[config.mk]
export PLATFORM = sky130hd
export DESIGN_NAME = fc_layer2_spike_scheduler
export DESIGN_NICKNAME = d
export VERILOG_FILES = /design/src/rtl/fc_layer2_spike_scheduler_pkg.sv /design/src/rtl/spike_pingpong_buf.sv /design/src/rtl/fc_layer2_spike_scheduler.sv
export SDC_FILE = /design/constraint.sdc
export NUM_CORES = 2
export LEC_CHECK = 0
export ABC_CLOCK_PERIOD_IN_PS = 3050
export BUFFER_PORTS_ARGS = -buffer_cell sky130_fd_sc_hd__buf_2
export CAP_MARGIN = 20
export CORE_ASPECT_RATIO = 1.25
export CORE_MARGIN = 3
export CORE_UTILIZATION = 30
export DETAILED_ROUTE_END_ITERATION = 12
export PLACE_DENSITY_LB_ADDON = 0.15
export SYNTH_ARGS = -nofsm -noshare
export SYNTH_HDL_FRONTEND = slang
export SYNTH_SLANG_ARGS = --single-unit
[constraint.sdc]
create_clock -name clk -period 3.05 [get_ports clk]
set_clock_uncertainty 0.1 [all_clocks]
set_input_delay 0.4575 -clock clk [delete_from_list [all_inputs] [get_ports clk]]
set_output_delay 0.4575 -clock clk [all_outputs]
set_load 0.1 [all_outputs]
[src/rtl/fc_layer2_spike_scheduler_pkg.sv]
// ---------------------------------------------------------------------------
// fc_layer2_spike_scheduler_pkg
// Shared widths and FSM encoding for the layer-2 FC spike scheduler.
//   SYNAPSE_INDEX_W : width of an input-channel (synapse) index
//   CONV1_ADDR_W    : width of the addr_most bus towards the PE
//   SPK_DEPTH       : default bank depth (max spikes per frame)
//   SPK_CNT_W       : width of a per-bank spike counter (0..SPK_DEPTH)
// ---------------------------------------------------------------------------
package fc_layer2_spike_scheduler_pkg;

    localparam int SYNAPSE_INDEX_W = 7;
    localparam int CONV1_ADDR_W    = 10;
    localparam int SPK_DEPTH       = 128;
    localparam int SPK_CNT_W       = $clog2(SPK_DEPTH + 1);

    typedef enum logic [1:0] {
        SCH_IDLE    = 2'd0,
        SCH_ISSUE   = 2'd1,
        SCH_DRAIN   = 2'd2,
        SCH_RELEASE = 2'd3
    } sch_state_e;

endpackage

[src/rtl/spike_pingpong_buf.sv]
// ---------------------------------------------------------------------------
// spike_pingpong_buf
// Two-bank spike-index store. One write port fills the current fill bank,
// one synchronous read port (1-cycle latency) replays a closed bank.
// Ports:
//   clk, rstn            clock, synchronous active-high reset
//   wr_en, wr_idx        spike write request and index
//   frame_end            close the fill bank and switch to the other one
//   rel_en, rel_bank     release (empty + free) a bank
//   rd_en, rd_bank,
//   rd_addr, rd_data     synchronous read; rd_data holds when rd_en=0
//   wr_ready             fill bank is not full
//   overflow             sticky: a write was dropped
//   fill_bank            bank currently being filled
//   bank_full, bank_cnt  per-bank closed flag and spike count
// ---------------------------------------------------------------------------
module spike_pingpong_buf
    import fc_layer2_spike_scheduler_pkg::*;
#(
    parameter int DEPTH = SPK_DEPTH,
    parameter int IDX_W = SYNAPSE_INDEX_W,
    parameter int CNT_W = SPK_CNT_W
) (
    input  logic                      clk,
    input  logic                      rstn,
    input  logic                      wr_en,
    input  logic [IDX_W-1:0]          wr_idx,
    input  logic                      frame_end,
    input  logic                      rel_en,
    input  logic                      rel_bank,
    input  logic                      rd_en,
    input  logic                      rd_bank,
    input  logic [$clog2(DEPTH)-1:0]  rd_addr,
    output logic [IDX_W-1:0]          rd_data,
    output logic                      wr_ready,
    output logic                      overflow,
    output logic                      fill_bank,
    output logic [1:0]                bank_full,
    output logic [1:0][CNT_W-1:0]     bank_cnt
);

    localparam int ADDR_W = $clog2(DEPTH);

    logic [IDX_W-1:0] mem [2][DEPTH];
    logic             wr_accept;
    logic             close_bank;

    assign wr_ready   = ~bank_full[fill_bank];
    assign wr_accept  = wr_en && wr_ready && (bank_cnt[fill_bank] < CNT_W'(DEPTH));
    // A frame_end while both banks are full has no bank to close.
    assign close_bank = frame_end && wr_ready;

    // Storage carries no reset; only the counters/flags define validity.
    always_ff @(posedge clk) begin
        if (wr_accept)
            mem[fill_bank][bank_cnt[fill_bank][ADDR_W-1:0]] <= wr_idx;
    end

    // The released bank is never the open fill bank, so release and write
    // never touch the same counter in one cycle.
    always_ff @(posedge clk) begin
        if (rstn) begin
            fill_bank <= 1'b0;
            bank_full <= '0;
            bank_cnt  <= '0;
            overflow  <= 1'b0;
            rd_data   <= '0;
        end else begin
            if (wr_accept)
                bank_cnt[fill_bank] <= bank_cnt[fill_bank] + CNT_W'(1);
            else if (wr_en)
                overflow <= 1'b1;
            if (close_bank) begin
                bank_full[fill_bank] <= 1'b1;
                fill_bank            <= ~fill_bank;
            end
            if (rel_en) begin
                bank_full[rel_bank] <= 1'b0;
                bank_cnt[rel_bank]  <= '0;
            end
            if (rd_en)
                rd_data <= mem[rd_bank][rd_addr];
        end
    end

endmodule

[src/rtl/fc_layer2_spike_scheduler.sv]
// ---------------------------------------------------------------------------
// fc_layer2_spike_scheduler
// Ping-pong spike-index buffer plus issue sequencer for the layer-2 FC PE.
// A closed bank is replayed OUTPUT_CHANNEL_NUM times, one index per cycle,
// then held until the PE pipeline drains (PIPE_LAT) and released.
// Ports:
//   clk, rstn       clock, synchronous active-high reset
//   spk_wr_en/idx   spike write into the fill bank
//   spk_frame_end   close the fill bank (1-cycle pulse)
//   spk_wr_ready    a fill bank is available
//   s_index_ram     index to PE, valid with s_index_valid
//   addr_most       spike count of the active frame - 1
//   frame_done      1-cycle pulse when a bank is released
//   busy            sequencer not idle
//   spk_overflow    sticky dropped-write flag
// ---------------------------------------------------------------------------
module fc_layer2_spike_scheduler
    import fc_layer2_spike_scheduler_pkg::*;
#(
    parameter int INPUT_CHANNEL_NUM  = SPK_DEPTH,
    parameter int OUTPUT_CHANNEL_NUM = 256,
    parameter int PIPE_LAT           = 4
) (
    input  logic                       clk,
    input  logic                       rstn,
    input  logic                       spk_wr_en,
    input  logic [SYNAPSE_INDEX_W-1:0] spk_wr_idx,
    input  logic                       spk_frame_end,
    output logic                       spk_wr_ready,
    output logic [SYNAPSE_INDEX_W-1:0] s_index_ram,
    output logic [CONV1_ADDR_W-1:0]    addr_most,
    output logic                       s_index_valid,
    output logic                       frame_done,
    output logic                       busy,
    output logic                       spk_overflow
);

    localparam int CNT_W  = SPK_CNT_W;
    localparam int ADDR_W = $clog2(INPUT_CHANNEL_NUM);
    localparam int CH_W   = $clog2(OUTPUT_CHANNEL_NUM + 1);
    localparam int DR_W   = $clog2(PIPE_LAT + 1);

    sch_state_e            state, state_nxt;
    logic                  rd_bank;
    logic [ADDR_W-1:0]     idx_cnt;
    logic [CH_W-1:0]       ch_cnt;
    logic [DR_W-1:0]       drain_cnt;
    logic                  fill_bank;
    logic [1:0]            bank_full;
    logic [1:0][CNT_W-1:0] bank_cnt;
    logic                  oldest;
    logic [CNT_W-1:0]      oldest_cnt;
    logic [CNT_W-1:0]      oldest_cnt_m1;
    logic                  start;
    logic                  last_idx;
    logic                  last_issue;

    // The bank not being filled is always the older of the two.
    assign oldest        = ~fill_bank;
    assign oldest_cnt    = bank_cnt[oldest];
    assign oldest_cnt_m1 = oldest_cnt - CNT_W'(1);
    assign start         = (state == SCH_IDLE) && bank_full[oldest];
    assign last_idx      = (idx_cnt == addr_most[ADDR_W-1:0]);
    assign last_issue    = last_idx && (ch_cnt == CH_W'(OUTPUT_CHANNEL_NUM - 1));
    assign busy          = (state != SCH_IDLE);
    assign frame_done    = (state == SCH_RELEASE);

    spike_pingpong_buf #(
        .DEPTH (INPUT_CHANNEL_NUM),
        .IDX_W (SYNAPSE_INDEX_W),
        .CNT_W (CNT_W)
    ) u_buf (
        .clk       (clk),
        .rstn      (rstn),
        .wr_en     (spk_wr_en),
        .wr_idx    (spk_wr_idx),
        .frame_end (spk_frame_end),
        .rel_en    (state == SCH_RELEASE),
        .rel_bank  (rd_bank),
        .rd_en     (state == SCH_ISSUE),
        .rd_bank   (rd_bank),
        .rd_addr   (idx_cnt),
        .rd_data   (s_index_ram),
        .wr_ready  (spk_wr_ready),
        .overflow  (spk_overflow),
        .fill_bank (fill_bank),
        .bank_full (bank_full),
        .bank_cnt  (bank_cnt)
    );

    always_ff @(posedge clk) begin
        if (rstn) state <= SCH_IDLE;
        else      state <= state_nxt;
    end

    always_comb begin
        state_nxt = state;
        case (state)
            SCH_IDLE:    if (start)
                             state_nxt = (oldest_cnt == '0) ? SCH_RELEASE : SCH_ISSUE;
            SCH_ISSUE:   if (last_issue) state_nxt = SCH_DRAIN;
            SCH_DRAIN:   if (drain_cnt == DR_W'(PIPE_LAT)) state_nxt = SCH_RELEASE;
            SCH_RELEASE: state_nxt = SCH_IDLE;
            default:     state_nxt = SCH_IDLE;
        endcase
    end

    // ---- issue counters: read address is presented in ISSUE, data/valid one cycle later
    always_ff @(posedge clk) begin
        if (rstn) begin
            rd_bank       <= 1'b0;
            idx_cnt       <= '0;
            ch_cnt        <= '0;
            drain_cnt     <= '0;
            addr_most     <= '0;
            s_index_valid <= 1'b0;
        end else begin
            s_index_valid <= (state == SCH_ISSUE);
            case (state)
                SCH_IDLE: begin
                    if (start) begin
                        rd_bank   <= oldest;
                        idx_cnt   <= '0;
                        ch_cnt    <= '0;
                        drain_cnt <= '0;
                        // An empty frame skips ISSUE, so addr_most keeps its last value.
                        if (oldest_cnt != '0)
                            addr_most <= CONV1_ADDR_W'(oldest_cnt_m1);
                    end
                end
                SCH_ISSUE: begin
                    if (last_idx) begin
                        idx_cnt <= '0;
                        ch_cnt  <= ch_cnt + CH_W'(1);
                    end else begin
                        idx_cnt <= idx_cnt + ADDR_W'(1);
                    end
                end
                SCH_DRAIN: drain_cnt <= drain_cnt + DR_W'(1);
                default: ;
            endcase
        end
    end

endmodule
Yosys cells after proc, flatten, opt, wreduce, memory -nomap -nowiden. Memory sizes are Yosys's and may differ from the RTL's. A register that Yosys moved wholly into a read port is not among the register bits. Index checks and enable logic that the tools add are counted.

Bits in registers: 58. Bits in writable memories: 1792. Input port bits: 11. Output and inout bits: 22. Word-level logic and storage cells: 114. Memories: 1.

$add $sub $neg: 5. $lt $le $gt $ge: 9. Equal/unequal tests: 10. Multiplexer cells: 45. Bitwise logic cells: 10. Reductions and logical operators: 21.

Memories: u_buf.mem (words 2, bits a word 896, rd ports 1, clocked after Yosys merged registers in 1, write ports 1, RTL line spike_pingpong_buf.sv:44) `logic [IDX_W-1:0] mem [2][DEPTH];`.

Operators with widths (number): two-way mux 896 bit (1); binary-select mux 7 bit (select 7 bit) (1); demux 7 bit (select 7 bit) (1); two-way mux 16 bit (3); two-way mux 8 bit (6); two-way mux 7 bit (5); two-way mux 9 bit (2); case mux 9 bit (2 select lines) (1); AND 16 bit (1); bitwise mux 16 bit (1); demux 8 bit (select 1 bit) (2); greater-or-equal comparator 8 bit (second input constant) (2); NOT 16 bit (1); NOT 7 -> 8 bit (2); two-way mux 2 bit (7); case mux 7 bit (2 select lines) (1); adder 9 x 1 -> 9 bit (second input constant) (1); equality test 9 x 8 -> 1 bit (second input constant) (1); two-way mux 1 bit (9); AND reduction 3 bit (3); adder 8 x 1 -> 8 bit (second input constant) (1); logical AND 1 bit (8); logical NOT 8 bit (1); < comparator 8 x 1 -> 1 bit (second input constant) (1); other kinds (23) (38).

Longest topological paths before layout.
Depth in word-level cells: 9. Gate-level depth with buffers: 13. Depth with buffers taken out: 9.

Cells and area by module. A second synthesis with hierarchy kept.

Cells, all modules: 3821. Area, all modules: 72913.7 um2.

Modules (own cells, without submodules): spike_pingpong_buf (times used 1, cells an instance 3586, area an instance 70944.3 um2, sequential area each 54352.1 um2); fc_layer2_spike_scheduler (times used 1, cells an instance 235, area an instance 1969.4 um2, sequential area each 620.6 um2).

Least setup slack after synthesis. Ideal clock, no wire load.

Kind: reg2reg. Start point: register u_buf.fill_bank. End point: memory u_buf.mem[1][140] in the netlist's numbering (enable). Library setup time: 360 ps. Data arrival time: 3952 ps. Required time: 2590 ps. Path slack: -1363 ps. Cell stages (with the launch flop): 10. Path buffers: 4. Clock period less this slack: 4413 ps. Cell sequence: dfxtp_1 > clkbuf_1 > mux2i_1 > and3_1 > and2_1 > clkbuf_1 > clkbuf_1 > nand2_1 > clkbuf_1 > nor2_1.

Elaborated cells on any way between the ends: 16. Classes of those cells: 3 x order compare; 8 x mux; 2 x bitwise; 3 x reduce/logical.

RTL lines: from (decl) (RTL line spike_pingpong_buf.sv:37) `output logic fill_bank,`; from (signal assigned) (RTL line spike_pingpong_buf.sv:75) `fill_bank <= ~fill_bank;`; two-way mux 1 bit (not written as such) (2 in a row) (RTL line spike_pingpong_buf.sv:48) `assign wr_ready = ~bank_full[fill_bank];`; NOT 1 bit (RTL line spike_pingpong_buf.sv:48); net spk_wr_ready (RTL line fc_layer2_spike_scheduler.sv:29) `output logic spk_wr_ready,`; logical AND 1 bit (2 in a row) (RTL line spike_pingpong_buf.sv:49) `assign wr_accept = wr_en && wr_ready && (bank_cnt[fill_bank] < CNT_W'(DEPTH));`; two-way mux 1 bit (RTL line spike_pingpong_buf.sv:55) `if (wr_accept)`; two-way mux 896 bit (not written as such) (RTL line spike_pingpong_buf.sv:56) `mem[fill_bank][bank_cnt[fill_bank][ADDR_W-1:0]] <= wr_idx;`; to (decl) (RTL line spike_pingpong_buf.sv:44).

The timed path passes the listed nets, and every way through them passes these cells. The select of a mux whose other input is x is not followed.

==> reports/metrics.csv <==
metric,value,unit
outcome,"complete, no violations",
Worst-path clk slew,0.06,ns
maxcap violations,0,
Tot Pwr,60.3,mW
Routed Antenna Nets,0,
critical path class,flop to flop,
final setup violation count,0,
CP Data Arrival Time,3.65,ns
Std-Cell Rows,202,
global placer's final weighted congestion,0.828,
grt ovf,0,
PnR worst setup slack,0.0370,ns
Most used DFF post-synth,edfxtp_1,
share of layout cells above drive strength 1,30.3,%
Setup crit start kind,flop,
DIE AREA,0.251,sq mm
non-filler instance count after layout,8026,
detailed-route wire length,232000,um
hold path startpoint,spk_wr_idx[0],
flop and latch count out of synthesis,1851,
routed via count,39647,
final hold vios,0,
post-layout minimum cycle time,3.01,ns
Inst Count DP,7602,
Initial DRT Pass Iterations,5,
Worst Tran Pin Value,0.900,ns
first-pass GRT wire length,325000,um
CP required,3.68,ns
Syn. warnings,0,
Longest Clk Path Bufs,4,
PD cells,668,mW/mm^2
Slew headroom,39.7,%
H-tree levels,4,
FMAX,332,MHz
P&R area growth vs syn,22.8,%
area occupied by multi-input gates,0.0176,sq mm
worst hold-check path type,input pin to flop,
final instance area,0.0903,sq mm
Pins Over Slew Limit,0,
"Cell Area, Synth",0.0735,sq mm
# IOs,33,
clock root buffer,clkbuf_16,
CTS tree,done,
WL per Instance,28.8,um
Post-synth EDFFs,1792,
final core area utilization,37.2,%
Initial Util,30.3,%
largest net degree at the start of global routing,93,
Port Buf Inserts,30,
setup TNS,0,ns
Num CTS Buffers,196,
DRC errors left,0,
Detailed Route Iter0 Violations,3230,
synthesized area per cell,18.8,sq um
Detail Placement HPWL,153000,um
P_leak,28.5,nW
Final #Nets,4628,
FF-to-FF setup slack,0.04,ns
Clock Sinks,1851,
Die Wd,449,um
Die H,559,um
post-synthesis sequential area ratio,74.8,%
Hold WS,0.0435,ns
Synth cell types,72,
crit path max fanout,8,
Mapped Cells,3905,
Via density,4.94,
Placed Area,0.0825,sq mm
Skew-Pair Late Insertion Delay,0.86,ns
VDD IR-drop max,0.000479,V
core area,0.243,sq mm
total global routing track utilization,18.0,%
RSZ-0062 raised after global routing,yes,
CP endpoint kind,flop,
Reg area,0.0550,sq mm
vias in the first global route,41098,
Final period util,98.8,%
Post-Place Worst Slack,-0.425,ns
antenna violations before repair,7,
"Async S/R FF share, synth",0,%
filler cell count,22479,
-- cell usage after synthesis (17+ instances only) --
| library cell | n | area share (%) |
|---|---|---|
| nand4_1 | 18 | 0.15 |
| xor2_1 | 19 | 0.23 |
| nand2b_1 | 17 | 0.14 |
| nor3_1 | 30 | 0.20 |
| edfxtp_1 | 1792 | 73 |
| o22ai_1 | 51 | 0.43 |
| mux4_2 | 298 | 9.1 |
| nor2b_1 | 17 | 0.14 |
| nand2_1 | 146 | 0.75 |
| mux2_2 | 19 | 0.29 |
| a211oi_1 | 24 | 0.25 |
| buf_4 | 17 | 0.17 |
| clkbuf_1 | 99 | 0.51 |
| nand3_1 | 46 | 0.31 |
| mux2i_1 | 308 | 4.2 |
| a21oi_1 | 72 | 0.49 |
| buf_6 | 51 | 0.78 |
| o21ai_0 | 27 | 0.18 |
| buf_2 | 44 | 0.30 |
| dfxtp_1 | 59 | 1.6 |
| a22oi_1 | 47 | 0.48 |
| inv_1 | 23 | 0.12 |
| o221ai_1 | 103 | 1.2 |
| nor2_1 | 344 | 1.8 |
-- what timing repair did --
item / CTS / global route
gates resized for setup: 53 / 72
setup buffers: 21 / 33
hold endpoints to repair: 191 / 0
hold buffers: 9 / 0
gates cloned: 6 / 3
pin swaps: 7 / 22
endpoints found under the setup margin: 12 / 31
-- path summary, 6_finish.rpt --
path / to / cells past startpoint
hold / removal: u_buf.mem[1][707] / 1
setup reg to reg: u_buf.rd_data[3] / 12
setup / recovery: u_buf.rd_data[3] / 12
hold reg to reg: u_buf.overflow / 2
-- cell type report --
cell class	instances	area share (%)
diodes	5	0.0139
clock buffers	236	5.68
clock inverters	113	1.29
inverters	24	0.103
multi-input cells	1796	19.5
flip-flops and latches	1851	60.9
well taps	3264	4.52
repair buffers	737	7.94
-- worst max-delay path, stage by stage, from the launching register on --
cell,delay [ns]
dfxtp_4,0.41
buf_12,0.15
buf_12,0.11
buf_16,0.13
buf_4,0.15
mux4_2,0.55
nand2_1,0.09
o211ai_1,0.20
a22oi_2,0.38
a41oi_2,0.21
buf_6,0.19
o41ai_1,0.07
nand3_1,0.11
-- logic make-up after synthesis --
kind of cell	count (synthesis)	synth area share (%)
AOI/OAI and AO/OA	431	4.25
xor gates and xnor gates	34	0.405
adders and majority gates	11	0.187
buffers and inverters	259	2.15
DFF	1851	74.8
muxes	641	14.2
other	1	0.00510
and+or+nand+nor	677	4.02
-- layout by cell type, fill, tap and decap left out, drive strengths merged, types with 20 or more instances in the layout --
cell type,count
mux2,20
inv,30
mux2i,308
bufinv,22
dfxtp,59
edfxtp,1792
o22ai,51
a22oi,47
nand2,146
clkbuf,239
o21ai,28
a211oi,24
clkinv,80
buf,720
nor2,345
mux4,313
nor3,30
o221ai,103
a21oi,72
nand3,46
-- power by group --
group | internal [mW] | leakage (nW) | switching [mW] | total, mW
logic | 3.82 | 8.82 | 4.52 | 8.34
registers | 28.0 | 16.6 | 0.177 | 28.1
clock network | 13.8 | 3.07 | 9.99 | 23.8
-- metal layers --
layer	vias up	routed length [um]	GRT usage [%]	part of all wire (%)
li1	17329	-	-	-
met1	21186	95700	22.8	41
met2	832	120000	32.3	52
met3	296	8850	2.25	3.8
met4	4	7220	5.19	3.1
met5	-	27	0	0.012
-- sequential cells by signal, summed over array words and instances (netlist names), named ones only --
register / flops
u_buf.rd_data: 7
idx_cnt: 7
u_buf.bank_cnt: 16
u_buf.mem: 1792
ch_cnt: 9
addr_most: 8
state: 2
u_buf.overflow: 1
rd_bank: 1
drain_cnt: 3
u_buf.fill_bank: 1
s_index_valid: 1
u_buf.bank_full: 2
Note: power is estimated with default switching activity, not from simulation.
